File: config.mk
export PLATFORM = sky130hd
export DESIGN_NAME = button_event_scanner
export DESIGN_NICKNAME = d
export VERILOG_FILES = /design/src/rtl/button_pkg.sv /design/src/rtl/event_fifo.sv /design/src/rtl/button_event_scanner.sv
export SDC_FILE = /design/constraint.sdc
export NUM_CORES = 1
export LEC_CHECK = 0
export ABC_AREA = 1
export CORE_MARGIN = 10
export CORE_UTILIZATION = 45
export DETAILED_ROUTE_END_ITERATION = 10
export PLACE_DENSITY = 0.58
export SYNTH_ARGS = -nofsm -noshare
export SYNTH_HDL_FRONTEND = slang
export SYNTH_SLANG_ARGS = --single-unit
File: constraint.sdc
create_clock -name clock -period 4.4 [get_ports clock]
set_input_delay 0.88 -clock clock [delete_from_list [all_inputs] [get_ports clock]]
set_output_delay 0.88 -clock clock [all_outputs]
set_load 0.05 [all_outputs]
File: src/rtl/button_pkg.sv
// button_pkg: shared event and per-button state types for the button event scanner
package button_pkg;
   typedef enum logic [1:0] {EVT_PRESS, EVT_RELEASE, EVT_LONG} evt_kind_t;
   typedef enum logic [2:0] {RELEASED, ARMING, HELD, LONG_HELD, DISARMING} btn_state_t;
   typedef struct packed {
      logic [2:0] button;
      evt_kind_t  kind;
   } event_t;
endpackage

File: src/rtl/event_fifo.sv
// event_fifo: first-word-fall-through synchronous FIFO, pointer wrap tracked by an extra MSB
module event_fifo #(
   parameter int WIDTH = 8,
   parameter int DEPTH = 4
) (
   input  logic             clock,
   input  logic             rst_n,
   input  logic             push,
   input  logic             pop,
   input  logic [WIDTH-1:0] din,
   output logic [WIDTH-1:0] dout,
   output logic             full,
   output logic             empty
);
   localparam int AW = $clog2(DEPTH);
   logic [WIDTH-1:0] mem [DEPTH];
   logic [AW:0] wr_ptr, rd_ptr;
   logic do_pop, do_push;
   assign empty = wr_ptr == rd_ptr;
   assign full = (wr_ptr[AW] != rd_ptr[AW]) && (wr_ptr[AW-1:0] == rd_ptr[AW-1:0]);
   assign do_pop = pop && !empty;
   // a pop in the same cycle frees the slot, so a full queue still accepts the push
   assign do_push = push && (!full || do_pop);
   assign dout = mem[rd_ptr[AW-1:0]];
   always_ff @(posedge clock) begin
      if (!rst_n) begin
         wr_ptr <= '0;
         rd_ptr <= '0;
      end else begin
         if (do_push) wr_ptr <= wr_ptr + 1'b1;
         if (do_pop) rd_ptr <= rd_ptr + 1'b1;
      end
   end
   always_ff @(posedge clock)
      if (do_push) mem[wr_ptr[AW-1:0]] <= din;
endmodule

File: src/rtl/button_event_scanner.sv
// button_event_scanner: synchronizes and debounces buttons, emits press/release/long events
module button_event_scanner
   import button_pkg::*;
#(
   parameter int N_BUTTONS       = 4,
   parameter int DEBOUNCE_CYCLES = 120000,
   parameter int LONG_CYCLES     = 12000000,
   parameter int FIFO_DEPTH      = 4,
   parameter bit ACTIVE_LOW      = 1'b1,
   localparam int BW = (N_BUTTONS > 1) ? $clog2(N_BUTTONS) : 1
) (
   input  logic                 clock,
   input  logic                 rst_n,
   input  logic [N_BUTTONS-1:0] btn_raw,
   output logic [N_BUTTONS-1:0] btn_state,
   output logic                 evt_valid,
   input  logic                 evt_ready,
   output logic [BW-1:0]        evt_button,
   output logic [1:0]           evt_kind,
   output logic                 overflow,
   input  logic                 overflow_clr
);
   localparam int CMAX = (DEBOUNCE_CYCLES > LONG_CYCLES) ? DEBOUNCE_CYCLES : LONG_CYCLES;
   localparam int CW = (CMAX > 1) ? $clog2(CMAX) : 1;
   localparam logic [CW-1:0] DEB_LAST = CW'(DEBOUNCE_CYCLES - 1);
   localparam logic [CW-1:0] LONG_LAST = CW'(LONG_CYCLES - 1);
   logic [N_BUTTONS-1:0] sync1, sync2, s;
   logic [N_BUTTONS-1:0][2:0] raise, pending, clr_mask;
   event_t sel, head, head_raw;
   logic sel_valid, pop, drop, fifo_full, fifo_empty, unused_btn_bits;
   always_ff @(posedge clock) begin
      if (!rst_n) begin
         sync1 <= {N_BUTTONS{ACTIVE_LOW}};
         sync2 <= {N_BUTTONS{ACTIVE_LOW}};
      end else begin
         sync1 <= btn_raw;
         sync2 <= sync1;
      end
   end
   assign s = ACTIVE_LOW ? ~sync2 : sync2;
   for (genvar i = 0; i < N_BUTTONS; i++) begin : g_btn
      btn_state_t state, state_nx;
      logic [CW-1:0] deb_cnt, deb_nx, hold_cnt, hold_nx;
      logic was_long, was_long_nx;
      logic [2:0] raise_l;
      always_ff @(posedge clock) begin
         if (!rst_n) begin
            state <= RELEASED;
            deb_cnt <= '0;
            hold_cnt <= '0;
            was_long <= 1'b0;
         end else begin
            state <= state_nx;
            deb_cnt <= deb_nx;
            hold_cnt <= hold_nx;
            was_long <= was_long_nx;
         end
      end
      // hold_cnt is left untouched while disarming so a bounce back resumes the long timer
      always_comb begin
         state_nx = state;
         deb_nx = deb_cnt;
         hold_nx = hold_cnt;
         was_long_nx = was_long;
         raise_l = '0;
         case (state)
            RELEASED: if (s[i]) begin
               state_nx = ARMING;
               deb_nx = '0;
            end
            ARMING: if (!s[i]) state_nx = RELEASED;
               else if (deb_cnt == DEB_LAST) begin
                  state_nx = HELD;
                  hold_nx = '0;
                  was_long_nx = 1'b0;
                  raise_l[EVT_PRESS] = 1'b1;
               end else deb_nx = deb_cnt + 1'b1;
            HELD: if (!s[i]) begin
                  state_nx = DISARMING;
                  deb_nx = '0;
               end else if (hold_cnt == LONG_LAST) begin
                  state_nx = LONG_HELD;
                  was_long_nx = 1'b1;
                  raise_l[EVT_LONG] = 1'b1;
               end else hold_nx = hold_cnt + 1'b1;
            LONG_HELD: if (!s[i]) begin
               state_nx = DISARMING;
               deb_nx = '0;
            end
            DISARMING: if (s[i]) state_nx = was_long ? LONG_HELD : HELD;
               else if (deb_cnt == DEB_LAST) begin
                  state_nx = RELEASED;
                  raise_l[EVT_RELEASE] = 1'b1;
               end else deb_nx = deb_cnt + 1'b1;
            default: state_nx = RELEASED;
         endcase
      end
      assign raise[i] = raise_l;
      assign btn_state[i] = state inside {HELD, LONG_HELD, DISARMING};
   end
   // descending scan so the lowest pending button wins
   always_comb begin
      sel_valid = 1'b0;
      sel = '0;
      clr_mask = '0;
      for (int b = N_BUTTONS - 1; b >= 0; b--)
         if (|pending[b]) begin
            sel_valid = 1'b1;
            sel.button = 3'(b);
            sel.kind = pending[b][EVT_PRESS] ? EVT_PRESS : pending[b][EVT_LONG] ? EVT_LONG : EVT_RELEASE;
            clr_mask = '0;
            clr_mask[b][sel.kind] = 1'b1;
         end
   end
   assign pop = evt_valid && evt_ready;
   assign drop = sel_valid && fifo_full && !pop;
   always_ff @(posedge clock) begin
      if (!rst_n) begin
         pending <= '0;
         overflow <= 1'b0;
      end else begin
         pending <= (pending & ~clr_mask) | raise;
         overflow <= drop | (overflow & ~overflow_clr);
      end
   end
   event_fifo #(.WIDTH($bits(event_t)), .DEPTH(FIFO_DEPTH)) u_fifo (
      .clock(clock),
      .rst_n(rst_n),
      .push (sel_valid),
      .pop  (pop),
      .din  (sel),
      .dout (head_raw),
      .full (fifo_full),
      .empty(fifo_empty)
   );
   assign head = fifo_empty ? '0 : head_raw;
   assign evt_valid = !fifo_empty;
   assign evt_button = head.button[BW-1:0];
   assign evt_kind = head.kind;
   assign unused_btn_bits = ^head.button;
endmodule

==> results_dict.tcl <==
set metrics [dict create \
    clkTransAtPathRegs_ns 0.06 \
    final_layout_size_suffix_gt1_frac 0.0591 \
    endpoint_kind "output port" \
    cts_sinks 253 \
    grt-ovfl-total 0 \
    reg2reg_depth 12 \
    viasPerCell 5.20 \
    num_rows 68 \
    ir_drop_mv 0.332 \
    wirelength_um 40700 \
    rsz0062_at_grt "false" \
    antenna_found_initial 0 \
    cts_resized 0 \
    ios 18 \
    core_um2 34800 \
    final.period_utilization 0.774 \
    comb_power_share 0.274 \
    clock_power_share 0.372 \
    area_delta_synth_final_pct 9.03 \
    postCtsHoldBufs 0 \
    gp_congestion 0.906 \
    drt-pass1-iter-count 5 \
    synth-main-ff-cell "dfxtp_1" \
    p_per_area_nw_per_um2 421 \
    grt_pass1_vias 14400 \
    max_slew_margin 0.388 \
    htree_num_levels 1 \
    hold_viol_final 0 \
    synth_seq_cells 253 \
    cts.path.max_buffers 3 \
    register_area_um2 5230 \
    drtAntennaViolNets 0 \
    hold_path_class "reg -> reg" \
    max_freq_mhz 294 \
    drv_slew 0 \
    worstSetupPathType "reg -> out" \
    dieWidth_um 208 \
    yosysWarnings 0 \
    die_area_um2 43400 \
    p_seq_frac 0.354 \
    syn_area_um2 16000 \
    worstPathArrival_ns 2.53 \
    swShare 0.365 \
    synth.net_count 2615 \
    grt_pass1_wl_um 69800 \
    crit_required_ns 3.52 \
    insertion_delay_ns 0.57 \
    synth.avg_cell_area_um2 6.16 \
    cts_buffers 31 \
    wire_per_inst_um 13.3 \
    postCtsSetupRepairBufs 0 \
    clock-root-buffer "clkbuf_16" \
    fin_setup_tns_ns 0 \
    skew_ns 0.0118 \
    fill_cells 3629 \
    ys_types 49 \
    die_y_um 208 \
    grt_max_degree 50 \
    setup_violations 0 \
    maxCapViolCount 0 \
    cp_max_fo 6 \
    dp_hpwl_um 28900 \
    diodes 0 \
    layout_min_cycle_time_ns 3.41 \
    start_util 0.459 \
    intPower_mw 4.66 \
    vias 15900 \
    synth_edf_count 16 \
    status "finished clean" \
    critPathLaunchType "register" \
    drcViolationCount 0 \
    numPortBuffers 17 \
    cts_tree "yes" \
    grt_util_all_layers 0.182 \
    multi_input_area_um2 9170 \
    p_leak_nw 6.40 \
    drt_iter0_markers 1018 \
    syn_inst 2594 \
    whs_path_depth 1 \
    fin_nets 2602 \
    worstMarginPinSlew_ns 0.917 \
    switchingPower_mw 2.68 \
    async_flop_share 0 \
    yosysSeqAreaShare 0.327 \
    fin_hold_ws_ns 0.428 \
]
==> power groups by stage <==
stage	Combinational, mW	Clock (mW)	Sequential, mW
2_1_floorplan	1.71	0	2.60
3_3_place_gp	2.00	0	2.64
3_5_place_dp	2.02	0	2.64
4_1_cts	2.02	2.81	2.59
5_1_grt	2.28	2.89	2.62
6_report	2.01	2.73	2.59
==> sequential cells by signal, summed over array words and instances (netlist names), 4 cells and up, named ones only <==
| name | count |
|---|---|
| g_btn.state | 12 |
| pending | 12 |
| g_btn.was_long | 4 |
| sync2 | 4 |
| g_btn.hold_cnt | 96 |
| u_fifo.mem | 16 |
| g_btn.deb_cnt | 96 |
| sync1 | 4 |
==> area by class of cell <==
type | count | share of cell area
tap | 455 | 0.0327
timing repair buffer | 25 | 0.0136
clock inverter | 20 | 0.0150
sequential | 253 | 0.300
inverter | 300 | 0.0649
multi-input combinational | 1970 | 0.527
clock buffer | 36 | 0.0473
==> layer usage <==
layer,track usage,share of wire,vias to the layer above
li1,-,-,8326
met1,0.250,0.50,7234
met2,0.293,0.44,299
met3,0.0255,0.043,62
met4,0.0426,0.020,0
met5,0,0,-
==> path summary, 6_finish.rpt <==
check	from	to	slack, ns
setup reg to reg	g_btn[0].hold_cnt[0]	g_btn[0].hold_cnt[0]	1.75
setup / recovery	u_fifo.wr_ptr[1]	evt_button[0]	0.99
hold reg to reg	sync1[3]	sync2[3]	0.43
hold / removal	sync1[3]	sync2[3]	0.43
==> kinds of logic after synthesis <==
logic type | after synthesis | synth area share
AND/OR/NAND/NOR | 1635 | 0.444
buffers and inverters | 371 | 0.0990
AO/OA/AOI/OAI | 274 | 0.0934
flip-flops | 253 | 0.327
XOR/XNOR | 48 | 0.0263
adder cells (fa/ha/maj) | 13 | 0.0102
==> placed cells by master (no fill, tap or decap), drive strengths merged, types with 2 or more instances in the layout <==
cell type,instances
o211ai,5
nand3b,8
o32ai,5
nor3b,7
nor2,479
xnor2,4
o21bai,8
nand2,694
a22oi,2
clkinvlp,3
xor2,44
o21ai,75
buf,9
or2,20
clkbuf,36
a31oi,5
nand3,289
nor4,6
inv,300
ha,13
dfxtp,237
nor3,66
clkinv,11
bufinv,6
nand4,64
clkdlybuf4s50,16
edfxtp,16
a21oi,168
==> per-stage QoR <==
step | power, mW | worst slack (ns) | std cells | util | area [um^2]
floorplan | 4.31 | 1.96 | 2594 | - | 16000
global placement | 4.64 | 1.61 | 3003 | 0.469 | 16300
detailed placement | 4.66 | 1.57 | 3003 | 0.469 | 16300
CTS | 7.42 | 0.926 | 3059 | 0.501 | 17400
global route | 7.79 | 0.815 | 3059 | 0.501 | 17400
finish | 7.33 | 0.994 | 3059 | 0.501 | 17400
==> worst max-delay path, stage by stage (launching register included) <==
cell	delay [ns]
dfxtp_1	0.35
or2_2	0.31
a21oi_1	0.23
nand2_1	0.21
nand2_1	0.12
inv_1	0.05
clkdlybuf4s50_1	0.69
==> synth_stat cells, types with 17 or more instances <==
library cell    n  area share
a21oi_1       164       0.051
buf_2          17      0.0053
clkbuf_1       26      0.0061
dfxtp_1       237        0.30
inv_1         285       0.067
nand2_1       674        0.16
nand3_1       275       0.086
nand4_1        64       0.025
nor2_1        461        0.11
nor3_1         66       0.021
o21ai_0        68       0.021
or2_2          20      0.0078
xor2_1         44       0.024
No activity file was read; power rests on OpenSTA's default activity.
